**src/rtl/anthem_seq_ctrl_pkg.sv**
```systemverilog
// Shared constants for the anthem sequencer: state encoding, message
// length, idle byte and the message bytes themselves.
package anthem_pkg;

    localparam int MSG_LEN = 13;

    localparam logic [7:0] IDLE_CHAR = 8'h00;

    localparam logic [1:0] ST_IDLE    = 2'd0;
    localparam logic [1:0] ST_PRESENT = 2'd1;
    localparam logic [1:0] ST_HOLD    = 2'd2;
    localparam logic [1:0] ST_DONE    = 2'd3;

    typedef enum logic [1:0] {
        IDLE    = ST_IDLE,
        PRESENT = ST_PRESENT,
        HOLD    = ST_HOLD,
        DONE    = ST_DONE
    } state_e;

    // "Soy de Zacapa", byte 0 in the least significant position.
    localparam logic [8*MSG_LEN-1:0] MSG_BYTES = {
        8'h61, 8'h70, 8'h61, 8'h63, 8'h61, 8'h5A, 8'h20,
        8'h65, 8'h64, 8'h20, 8'h79, 8'h6F, 8'h53
    };

endpackage

```
**src/rtl/anthem_seq_ctrl_if.sv**
```systemverilog
// Character handshake bundle between the sequencer and the output register.
interface anthem_char_if;

    logic [7:0] char_out;
    logic       char_valid;
    logic       char_ready;

    modport master (output char_out, output char_valid, input char_ready);
    modport slave  (input char_out, input char_valid, output char_ready);

endinterface

```
**src/rtl/anthem_seq_ctrl_msg_rom.sv**
```systemverilog
// Combinational message lookup: index to byte, out-of-range gives IDLE_CHAR.
module anthem_msg_rom
    import anthem_pkg::*;
(
    input  logic [7:0] addr_i,
    output logic [7:0] data_o
);

    // Select the addressed message byte; unmatched addresses stay idle.
    always_comb begin
        data_o = IDLE_CHAR;
        for (int i = 0; i < MSG_LEN; i++) begin
            if (addr_i == 8'(i)) begin
                data_o = MSG_BYTES[8*i +: 8];
            end
        end
    end

endmodule

```
**src/rtl/anthem_seq_ctrl.sv**
```systemverilog
// Anthem sequencer: walks the message ROM, offers each byte on a
// valid/ready handshake, then holds it for a rate-selected interval.
module anthem_seq_ctrl
    import anthem_pkg::*;
#(
    parameter int BASE_DIV   = 1024,
    parameter int PRESCALE_W = 16
) (
    input  logic                clk,
    input  logic                rst_n,
    input  logic                ena,
    input  logic                start,
    input  logic                stop,
    input  logic                loop_en,
    input  logic [1:0]          rate_sel,
    anthem_char_if.master       ch,
    output logic [7:0]          index,
    output logic                busy,
    output logic                done
);

    localparam logic [PRESCALE_W-1:0] BASE_W = PRESCALE_W'(BASE_DIV);
    localparam logic [PRESCALE_W-1:0] ONE_W  = PRESCALE_W'(1);

    state_e                  state_q;
    logic [7:0]              index_q;
    logic [7:0]              char_q;
    logic                    valid_q;
    logic [1:0]              rate_q;
    logic [PRESCALE_W-1:0]   presc_q;

    logic [7:0]              rom_addr_d;
    logic [7:0]              rom_data;
    logic [PRESCALE_W-1:0]   hold_last;
    logic                    last_idx;
    logic                    hold_end;

    // Terminal prescaler count for the latched rate; modulo wrap is intended
    // when BASE_DIV << 3 equals 2^PRESCALE_W.
    assign hold_last = (BASE_W << rate_q) - ONE_W;
    assign hold_end  = (presc_q == hold_last);
    assign last_idx  = (index_q == 8'(MSG_LEN - 1));

    // Address of the byte loaded at the next load event: the following
    // index while advancing in HOLD, otherwise byte 0 (start or loop wrap).
    always_comb begin
        rom_addr_d = 8'd0;
        if (state_q == HOLD && !last_idx) begin
            rom_addr_d = index_q + 8'd1;
        end
    end

    anthem_msg_rom u_rom (
        .addr_i (rom_addr_d),
        .data_o (rom_data)
    );

    // Playback FSM with prescaler, index counter and registered outputs.
    always_ff @(posedge clk or negedge rst_n) begin
        if (!rst_n) begin
            state_q <= IDLE;
            index_q <= 8'd0;
            char_q  <= IDLE_CHAR;
            valid_q <= 1'b0;
            rate_q  <= 2'd0;
            presc_q <= '0;
        end else if (ena) begin
            if (stop) begin
                state_q <= IDLE;
                index_q <= 8'd0;
                char_q  <= IDLE_CHAR;
                valid_q <= 1'b0;
                presc_q <= '0;
            end else begin
                case (state_q)
                    IDLE, DONE: begin
                        if (start) begin
                            state_q <= PRESENT;
                            index_q <= 8'd0;
                            char_q  <= rom_data;
                            valid_q <= 1'b1;
                            rate_q  <= rate_sel;
                        end
                    end
                    PRESENT: begin
                        if (valid_q && ch.char_ready) begin
                            state_q <= HOLD;
                            valid_q <= 1'b0;
                            presc_q <= '0;
                        end
                    end
                    HOLD: begin
                        if (hold_end) begin
                            if (!last_idx) begin
                                state_q <= PRESENT;
                                index_q <= index_q + 8'd1;
                                char_q  <= rom_data;
                                valid_q <= 1'b1;
                            end else if (loop_en) begin
                                state_q <= PRESENT;
                                index_q <= 8'd0;
                                char_q  <= rom_data;
                                valid_q <= 1'b1;
                            end else begin
                                state_q <= DONE;
                            end
                        end else begin
                            presc_q <= presc_q + ONE_W;
                        end
                    end
                    default: begin
                        state_q <= IDLE;
                    end
                endcase
            end
        end
    end

    assign ch.char_out   = char_q;
    assign ch.char_valid = valid_q;
    assign index         = index_q;
    assign busy          = (state_q == PRESENT) || (state_q == HOLD);
    assign done          = (state_q == DONE);

endmodule

```
**src/flat_wrapper.sv**
```systemverilog
// flat-port wrapper written by rule: the top's interface ports become plain ports
module anthem_seq_ctrl_flat import anthem_pkg::*;
#(
    parameter int BASE_DIV   = 1024,
    parameter int PRESCALE_W = 16
)
  (clk, rst_n, ena, start, stop, loop_en, rate_sel, index, busy, done, ch_char_out, ch_char_valid, ch_char_ready);
  anthem_char_if ch_i ();
  input  logic clk;
  input  logic rst_n;
  input  logic ena;
  input  logic start;
  input  logic stop;
  input  logic loop_en;
  input  logic [1:0] rate_sel;
  output logic [7:0] index;
  output logic busy;
  output logic done;
  output wire logic [$bits(ch_i.char_out)-1:0] ch_char_out;
  output wire logic [$bits(ch_i.char_valid)-1:0] ch_char_valid;
  input wire logic [$bits(ch_i.char_ready)-1:0] ch_char_ready;
  assign ch_char_out = ch_i.char_out;
  assign ch_char_valid = ch_i.char_valid;
  assign ch_i.char_ready = ch_char_ready;
  anthem_seq_ctrl #(.BASE_DIV(BASE_DIV), .PRESCALE_W(PRESCALE_W)) u_core (.clk(clk), .rst_n(rst_n), .ena(ena), .start(start), .stop(stop), .loop_en(loop_en), .rate_sel(rate_sel), .ch(ch_i), .index(index), .busy(busy), .done(done));
endmodule
```
**config.mk**
```make
export PLATFORM = sky130hd
export DESIGN_NAME = anthem_seq_ctrl_flat
export DESIGN_NICKNAME = d
export VERILOG_FILES = /design/src/rtl/anthem_seq_ctrl_pkg.sv /design/src/rtl/anthem_seq_ctrl_if.sv /design/src/rtl/anthem_seq_ctrl_msg_rom.sv /design/src/rtl/anthem_seq_ctrl.sv /design/src/flat_wrapper.sv
export SDC_FILE = /design/constraint.sdc
export NUM_CORES = 1
export LEC_CHECK = 0
export CAP_MARGIN = 20
export CORE_ASPECT_RATIO = 1.1
export CORE_MARGIN = 8
export CORE_UTILIZATION = 45
export DETAILED_ROUTE_END_ITERATION = 10
export GPL_TIMING_DRIVEN = 1
export PLACE_DENSITY_LB_ADDON = 0.2
export SYNTH_ARGS = -nofsm -noshare
export SYNTH_HDL_FRONTEND = slang
export SYNTH_HIERARCHICAL = 1
export SYNTH_SLANG_ARGS = --single-unit
```
**constraint.sdc**
```tcl
create_clock -name clk -period 2.7 [get_ports clk]
set_input_delay 0.54 -clock clk [delete_from_list [all_inputs] [get_ports clk]]
set_output_delay 0.54 -clock clk [all_outputs]
set_load 0.02 [all_outputs]
```
Word-level counts from Yosys, hierarchy flattened
Index checks and enable logic that the tools add are counted.
{"block": "word_totals", "in_bits": 9, "reg_bits": 37}
{"block": "classes", "n_bitwise": 1, "n_addsub": 3, "shifts": 1, "n_eq_ne": 22, "n_reduce_logical": 14, "muxes": 44}
{"op": "two-way mux 8 bit", "count": 23}
{"op": "equality test 8 x 4 -> 1 bit, second input constant", "count": 6}
{"op": "two-way mux 16 bit", "count": 3}
{"op": "equality test 8 x 3 -> 1 bit, second input constant", "count": 4}
{"op": "case mux 16 bit (2 select lines)", "count": 1}
{"op": "case mux 8 bit (2 select lines)", "count": 2}
{"op": "adder 16 x 1 -> 16 bit, second input constant", "count": 1}
{"op": "equality test 16 bit", "count": 1}
{"op": "equality test 8 x 2 -> 1 bit, second input constant", "count": 2}
{"op": "left shift 11 x 2 -> 16 bit, first input constant", "count": 1}
{"op": "subtractor 16 x 1 -> 16 bit, second input constant", "count": 1}
{"op": "two-way mux 2 bit", "count": 6}
{"op": "AND reduction 4 bit", "count": 3}
{"op": "AND reduction 5 bit", "count": 2}
{"op": "adder 8 x 1 -> 8 bit, second input constant", "count": 1}
{"op": "equality test 8 x 1 -> 1 bit, second input constant", "count": 1}
{"op": "logical NOT 8 bit", "count": 1}
{"op": "two-way mux 7 bit", "count": 1}
{"op": "two-way mux 1 bit", "count": 6}
{"op": "inequality test 3 x 2 -> 1 bit, second input constant", "count": 2}
{"op": "inequality test 3 bit, second input constant", "count": 2}
{"op": "case mux 2 bit (3 select lines)", "count": 1}
{"op": "nonzero test 3 bit", "count": 2}
{"op": "equality test 2 bit, second input constant", "count": 2}
{"op": "9 further kinds", "count": 10}

Depth between registers and ports, before layout
Gate-level depths: netlist of run 1.
{"block": "depth", "word_depth": 23, "ltp_mapped": 11, "depth_no_buf": 10}

Hierarchy
Netlist of run 1, hierarchy kept.
{"module": "anthem_seq_ctrl", "n_inst": 1, "area_per_inst_um2": 2277.2, "cells_each": 257}
{"module": "anthem_msg_rom", "n_inst": 1, "area_per_inst_um2": 246.5, "cells_each": 35}

Worst setup path before layout of run 1
OpenSTA, ideal clock, no wires.
{"block": "synth_timing", "kind": "reg-to-reg", "from": "register u_core.index_q[2], in the netlist u_core/index[2]", "to": "register u_core.char_q[6], in the netlist u_core/ch.char_out[6]", "setup_slack_ns": 0.364, "arrival_ns": 2.260, "stages_incl_launch_ff": 11, "setup_ns": 0.077, "synth_period_minus_slack_ns": 2.336, "cell_sequence": "dfrtp_1 > and2_1 > nand4_2 > nand2_1 > a21oi_1 > or4_4 > buf_6 > a31oi_4 > o21a_1 > a22oi_1 > o21ai_1"}
{"block": "synth_via", "elab_chain_cells": 23, "word_cells_on_any_way": 39}
{"element": "from (decl)", "line_no": "anthem_seq_ctrl.sv:26", "text": "logic [7:0] index_q;"}
{"element": "from (signal assigned)", "line_no": "anthem_seq_ctrl.sv:96", "text": "index_q <= index_q + 8'd1;"}
{"element": "parallel branches: the longest is 3 deep, another holds adder 8 x 1 -> 8 bit"}
{"element": "two-way mux 8 bit (*)", "line_no": "anthem_seq_ctrl.sv:48", "text": "if (state_q == HOLD && !last_idx) begin"}
{"element": "named net u_core.rom_addr_d[5]", "line_no": "anthem_seq_ctrl.sv:32", "text": "logic [7:0] rom_addr_d;"}
{"element": "logical NOT 8 bit", "line_no": "anthem_seq_ctrl_msg_rom.sv:13", "text": "if (addr_i == 8'(i)) begin"}
{"element": "two-way mux 7 bit", "line_no": "anthem_seq_ctrl_msg_rom.sv:13"}
{"element": "two-way mux 8 bit (11 in a row)", "line_no": "anthem_seq_ctrl_msg_rom.sv:13"}
{"element": "two-way mux 8 bit (*)", "line_no": "anthem_seq_ctrl_msg_rom.sv:13"}
{"element": "named net u_core.rom_data[6]", "line_no": "anthem_seq_ctrl.sv:33", "text": "logic [7:0] rom_data;"}
{"element": "two-way mux 8 bit", "line_no": "anthem_seq_ctrl.sv:99", "text": "end else if (loop_en) begin"}
{"element": "two-way mux 8 bit", "line_no": "anthem_seq_ctrl.sv:94", "text": "if (!last_idx) begin"}
{"element": "two-way mux 8 bit", "line_no": "anthem_seq_ctrl.sv:93", "text": "if (hold_end) begin"}
{"element": "case mux 8 bit (2 select lines) (*)", "line_no": "anthem_seq_ctrl.sv:75", "text": "case (state_q)"}
{"element": "two-way mux 8 bit (*)", "line_no": "anthem_seq_ctrl.sv:68", "text": "if (stop) begin"}
{"element": "to (signal assigned)", "line_no": "anthem_seq_ctrl.sv:80", "text": "char_q <= rom_data;"}
{"element": "to (signal assigned)", "line_no": "anthem_seq_ctrl.sv:97", "text": "char_q <= rom_data;"}
{"element": "to (signal assigned)", "line_no": "anthem_seq_ctrl.sv:102", "text": "char_q <= rom_data;"}
{"element": "to (decl)", "line_no": "anthem_seq_ctrl.sv:27", "text": "logic [7:0] char_q;"}
Mark *: on every way through the listed nets, which the timed path passes. The select of a mux whose other input is x is not followed.
A chain may end at the register's enable or synchronous reset.

Worst setup path after layout of run 1
Same ends and word-level chain as after synthesis.

==> results of run 1 <==
## power groups by stage
stage          logic [mW]  clock network, mW  registers [mW]
3_5_place_dp        0.607                  0           0.699
6_report            0.604              0.379           0.689
2_1_floorplan       0.344                  0           0.734
3_3_place_gp        0.604                  0           0.697
5_1_grt             0.671              0.414           0.702
4_1_cts             0.609              0.395           0.690
## registers in the layout (all words and copies together) (netlist names)
signal,cells
u_core/state_q,2
u_core/index,8
u_core/rate_q,2
u_core/ch.char_out,8
u_core/ch.char_valid,1
u_core/presc_q,16
## layer usage
layer,vias up,wire length (um)
met5,-,0
met1,1121,2740
met3,11,230
li1,1152,-
met4,0,104
met2,35,3160
## synthesized netlist by cell type (2+ instances only)
cell type	n
sky130_fd_sc_hd__a21oi_1	18
sky130_fd_sc_hd__a22oi_1	8
sky130_fd_sc_hd__a31oi_1	5
sky130_fd_sc_hd__and2_1	3
sky130_fd_sc_hd__and3_1	2
sky130_fd_sc_hd__buf_2	6
sky130_fd_sc_hd__clkbuf_1	6
sky130_fd_sc_hd__dfrtp_1	37
sky130_fd_sc_hd__ha_1	6
sky130_fd_sc_hd__inv_1	12
sky130_fd_sc_hd__mux2_2	2
sky130_fd_sc_hd__mux2i_1	2
sky130_fd_sc_hd__nand2_1	35
sky130_fd_sc_hd__nand2b_1	3
sky130_fd_sc_hd__nand3_1	9
sky130_fd_sc_hd__nand4_1	6
sky130_fd_sc_hd__nor2_1	18
sky130_fd_sc_hd__nor2_2	2
sky130_fd_sc_hd__nor2b_1	4
sky130_fd_sc_hd__nor3_1	8
sky130_fd_sc_hd__nor4_1	3
sky130_fd_sc_hd__o21a_1	3
sky130_fd_sc_hd__o21ai_0	14
sky130_fd_sc_hd__o21ai_1	18
sky130_fd_sc_hd__o2bb2ai_1	2
sky130_fd_sc_hd__o311ai_0	3
sky130_fd_sc_hd__o311ai_2	2
sky130_fd_sc_hd__o31ai_1	9
sky130_fd_sc_hd__or2_2	3
sky130_fd_sc_hd__or3_1	2
sky130_fd_sc_hd__or4_1	3
sky130_fd_sc_hd__xnor2_1	3
sky130_fd_sc_hd__xor2_1	2
## final cells by class
| cell class | count | area [sq um] | share of cell area [%] |
|---|---|---|---|
| repair buffers | 39 | 355 | 11.9 |
| well taps | 75 | 93.8 | 3.15 |
| inverters | 12 | 45.0 | 1.51 |
| clock buffers | 8 | 80.1 | 2.69 |
| multi-input cells | 229 | 1480 | 49.7 |
| flip-flops and latches | 37 | 926 | 31.1 |
## how the worst max path moves through the flow
stage | startpoint | end | slack (ns) | cells after the start
final | u_core/index[2] | u_core/ch.char_out[6] | 0.31 | 9
after global routing | u_core/index[2] | u_core/ch.char_out[6] | 0.07 | 9
after CTS | u_core/index[2] | u_core/ch.char_out[2] | 0.30 | 8
after detailed placement | stop | u_core/index[3] | 0.29 | 7
after global placement | stop | u_core/index[3] | 0.29 | 7
after floorplan | u_core/index[2] | u_core/ch.char_out[6] | 0.36 | 10
## critical path: stages, from the launching register on
cell and delay (ns):
sky130_fd_sc_hd__dfrtp_1 0.42, sky130_fd_sc_hd__and2_1 0.24, sky130_fd_sc_hd__nand4_2 0.25, sky130_fd_sc_hd__nand2_1 0.25
sky130_fd_sc_hd__a21oi_1 0.06, sky130_fd_sc_hd__or4_4 0.61, sky130_fd_sc_hd__a31oi_4 0.16, sky130_fd_sc_hd__o21a_1 0.13
sky130_fd_sc_hd__a22oi_1 0.06, sky130_fd_sc_hd__o21ai_1 0.13
## cells by family after synthesis
family                   share of synthesized area, %
other                                           0.149
multiplexers                                     1.69
flip-flops                                       36.7
AO/OA/AOI/OAI                                    27.4
XOR/XNOR                                         1.74
adder cells (fa/ha/maj)                          3.37
AND/OR/NAND/NOR                                  24.3
buffers and inverters                            4.61
## placed cells by master (no fill, tap or decap), drive strengths merged, types with 4 or more instances in the layout
master         netlist  final
or4                  4      4
nand2               35     35
dfrtp               37     37
o21ai               32     32
a22oi                8      8
a31oi                6      6
nand4                7      7
a21oi               18     18
nor2                20     20
nor2b                4      4
clkbuf               6      8
buf                  8     13
ha                   6      6
o31ai               10     10
nand3               10     10
nor4                 4      4
nor3                 8      8
clkdlybuf4s50        0     26
inv                 12     12
o311ai               6      6
## through the flow
stage	cells	hold slack, ns	utilization (%)	cell area, sq um
floorplan	292	0.244	-	2520
global placement	392	0.477	53.8	2900
detailed placement	392	0.473	53.8	2900
CTS	400	0.390	55.3	2980
global route	400	0.440	55.3	2980
finish	400	0.345	55.3	2980
==> report_table.html, run 1 <==
<table>
<tr><th>Metric</th><th>Value</th></tr>
<tr><th colspan="2">Status</th></tr>
<tr><td>Status</td><td>complete, no violations</td></tr>
<tr><th colspan="2">Setup path</th></tr>
<tr><td>Worst Path Arrival</td><td>2.60 ns</td></tr>
<tr><td>Destination of the worst register-to-register timing path</td><td>u_core/ch.char_out[6]</td></tr>
<tr><td>Critical path type</td><td>flip-flop to flip-flop</td></tr>
<tr><td>Required @ worst endpoint</td><td>around 2.9 ns</td></tr>
<tr><td>Critical path startpoint category</td><td>flip-flop</td></tr>
<tr><td>Worst R2R Path Depth</td><td>9</td></tr>
<tr><td>Worst flop-to-flop path startpoint</td><td>u_core/index[2]</td></tr>
<tr><td>Reg-to-reg slack, setup</td><td>0.31 ns</td></tr>
<tr><td>Highest fanout seen on the critical path</td><td>7</td></tr>
<tr><td>Crit. End Element</td><td>flip-flop</td></tr>
<tr><th colspan="2">STA</th></tr>
<tr><td>Final slew viol count</td><td>0</td></tr>
<tr><td>Setup TNS Final</td><td>0 ns</td></tr>
<tr><td>Clock skew after layout</td><td>0.00880 ns</td></tr>
<tr><td>Highest clock frequency the design can meet</td><td>0.419 GHz</td></tr>
<tr><td>Tmin final</td><td>~2.4 ns</td></tr>
<tr><td>Setup violation total in the final timing report</td><td>0</td></tr>
<tr><td>Relative max-transition margin</td><td>around 43%</td></tr>
<tr><td>Slew @ Worst Pin</td><td>0.854 ns</td></tr>
<tr><td>Post-route clock period utilization</td><td>88.4%</td></tr>
<tr><td>Crit path setup slack, layout</td><td>0.314 ns</td></tr>
<tr><td>Final Hold Viols</td><td>0</td></tr>
<tr><td>RSZ-0062 raised after global routing</td><td>false</td></tr>
<tr><th colspan="2">GRT</th></tr>
<tr><td>Maximum number of pins on one net before global-route repair</td><td>38</td></tr>
<tr><td>Remaining Overflow, GRT</td><td>0</td></tr>
<tr><td>Met2 capacity usage during global routing</td><td>27.5%</td></tr>
<tr><td>Layer carrying the most global-route usage</td><td>met2</td></tr>
<tr><td>Number of antenna violations at the first check in global routing</td><td>0</td></tr>
<tr><td>Vias in the first global route</td><td>about 2.3k</td></tr>
<tr><td>GRT Util Overall</td><td>16.2%</td></tr>
<tr><td>Global-route met1 utilization</td><td>about a fifth</td></tr>
<tr><td>Wire length of the first global-routing pass</td><td>between 10000 and 15000 um</td></tr>
<tr><td>Met3 demand-to-capacity share in global routing</td><td>2.87%</td></tr>
<tr><th colspan="2">Power</th></tr>
<tr><td>Cell internal pwr</td><td>1.08 mW</td></tr>
<tr><td>Static Leakage</td><td>~1.1 nW</td></tr>
<tr><td>Worst VDD drop</td><td>between 0.3 and 0.4 mV</td></tr>
<tr><td>Combinational group share of total power</td><td>36.1%</td></tr>
<tr><td>Final Total Pwr</td><td>1.67 mW</td></tr>
<tr><td>Fraction of power consumed by sequential logic</td><td>41.2%</td></tr>
<tr><td>Sw frac</td><td>35.7%</td></tr>
<tr><td>Clock network fraction of total power</td><td>~23%</td></tr>
<tr><td>Pwr/cell area</td><td>561 nW/um^2</td></tr>
<tr><td>Sw Pwr</td><td>between 0.5 and 0.6 mW</td></tr>
<tr><th colspan="2">Clocking</th></tr>
<tr><td>TritonCTS clock tree</td><td>done</td></tr>
<tr><td>Clock latency on the worst-skew pair</td><td>0.29 ns</td></tr>
<tr><td># clock sinks</td><td>37</td></tr>
<tr><td>Number of buffers created by CTS</td><td>5</td></tr>
<tr><td># Post-CTS Setup Buffers</td><td>0</td></tr>
<tr><td>Cell at the root of the clock tree</td><td>sky130_fd_sc_hd__clkbuf_8</td></tr>
<tr><td>CTS clock-pin slew for the worst setup and hold paths</td><td>0.08 ns</td></tr>
<tr><td>Worst-case clock buffer depth</td><td>2</td></tr>
<tr><td>Number of buffers inserted by hold repair at cts</td><td>0</td></tr>
<tr><td>H-Tree Level Count</td><td>2</td></tr>
<tr><td># resized after CTS</td><td>0</td></tr>
<tr><th colspan="2">Logic synthesis</th></tr>
<tr><td>Gate count of the mapped netlist</td><td>a little under 300</td></tr>
<tr><td>Number of synthesized register bits</td><td>37</td></tr>
<tr><td>Share of synthesized area occupied by flip-flops and latches</td><td>between 30% and 40%</td></tr>
<tr><td>Top flip-flop cell by instance count after synthesis</td><td>sky130_fd_sc_hd__dfrtp_1</td></tr>
<tr><td>Share of flip-flops with an asynchronous set or reset</td><td>100%</td></tr>
<tr><td>Area share of the leading cell type in the synthesized netlist</td><td>between 30% and 40%</td></tr>
<tr><td>Number of enable flip-flop cells after synthesis</td><td>0</td></tr>
<tr><td>Cell type contributing the most total cell area after synthesis</td><td>sky130_fd_sc_hd__dfrtp_1</td></tr>
<tr><td>Synthesis warning total</td><td>6</td></tr>
<tr><td>Avg Synthesized Cell Area</td><td>8.64 sq um</td></tr>
<tr><td>Distinct cells, synth</td><td>66</td></tr>
<tr><td>Biggest area contributors in the synthesized netlist</td><td>sky130_fd_sc_hd__dfrtp_1 37%, sky130_fd_sc_hd__nand2_1 5.2%, sky130_fd_sc_hd__a21oi_1 3.6%</td></tr>
<tr><td>Post-Synthesis Net Count</td><td>307</td></tr>
<tr><td>Cell area after synthesis</td><td>2520 sq um</td></tr>
<tr><th colspan="2">Drt</th></tr>
<tr><td>Wire length after detailed routing</td><td>between 6000 and 7000 um</td></tr>
<tr><td>Vias</td><td>2319</td></tr>
<tr><td>Vias per cell</td><td>5.80</td></tr>
<tr><td>Residual DRC</td><td>0</td></tr>
<tr><td>WL/cell</td><td>between 15 and 20 um</td></tr>
<tr><td>DR iter-0 viols</td><td>130</td></tr>
<tr><td>Iteration count of the initial detailed-routing pass</td><td>5</td></tr>
<tr><td>Number of nets with antenna violations after detailed routing</td><td>0</td></tr>
<tr><th colspan="2">Layout</th></tr>
<tr><td>Final-stage net count</td><td>339</td></tr>
<tr><td># diodes</td><td>0</td></tr>
<tr><td>Share of post-route cells with drive strength above 1</td><td>12.0%</td></tr>
<tr><td>Relative area change from synthesis to final layout</td><td>18.1%</td></tr>
<tr><td>Fill cell total of the finished layout</td><td>516</td></tr>
<tr><th colspan="2">Die</th></tr>
<tr><td>Die Wd</td><td>87.4 um</td></tr>
<tr><td>FP Rows</td><td>28</td></tr>
<tr><td>Core area</td><td>5400 sq um</td></tr>
<tr><td>Area enclosed by the die boundary</td><td>between 8000 and 9000 sq um</td></tr>
<tr><td>Num ports</td><td>28</td></tr>
<tr><td>Initial Utilization</td><td>46.8%</td></tr>
<tr><td>Vertical die dimension</td><td>94.5 um</td></tr>
<tr><th colspan="2">Place</th></tr>
<tr><td>Number of buffers added on ports</td><td>27</td></tr>
<tr><td>Placer Congestion</td><td>0.890</td></tr>
<tr><td>Final HPWL DP</td><td>4520 um</td></tr>
<tr><td>Worst setup slack after placement</td><td>0.287 ns</td></tr>
<tr><th colspan="2">Job</th></tr>
<tr><td>Count of maximum capacitance violations</td><td>0</td></tr>
<tr><th colspan="2">Worst hold path</th></tr>
<tr><td>Min-Delay Path Class</td><td>input pin to asynchronous set/reset pin</td></tr>
</table>
(Power assumes the default switching activity.)
==> run 2, diff against run 1 <==
GPL_ROUTABILITY_DRIVEN = 1   (was default)
TNS_END_PERCENT = 30   (was default)
==> results of run 2 <==
The final DEF is identical to that of run 1; final timing and power are the same.
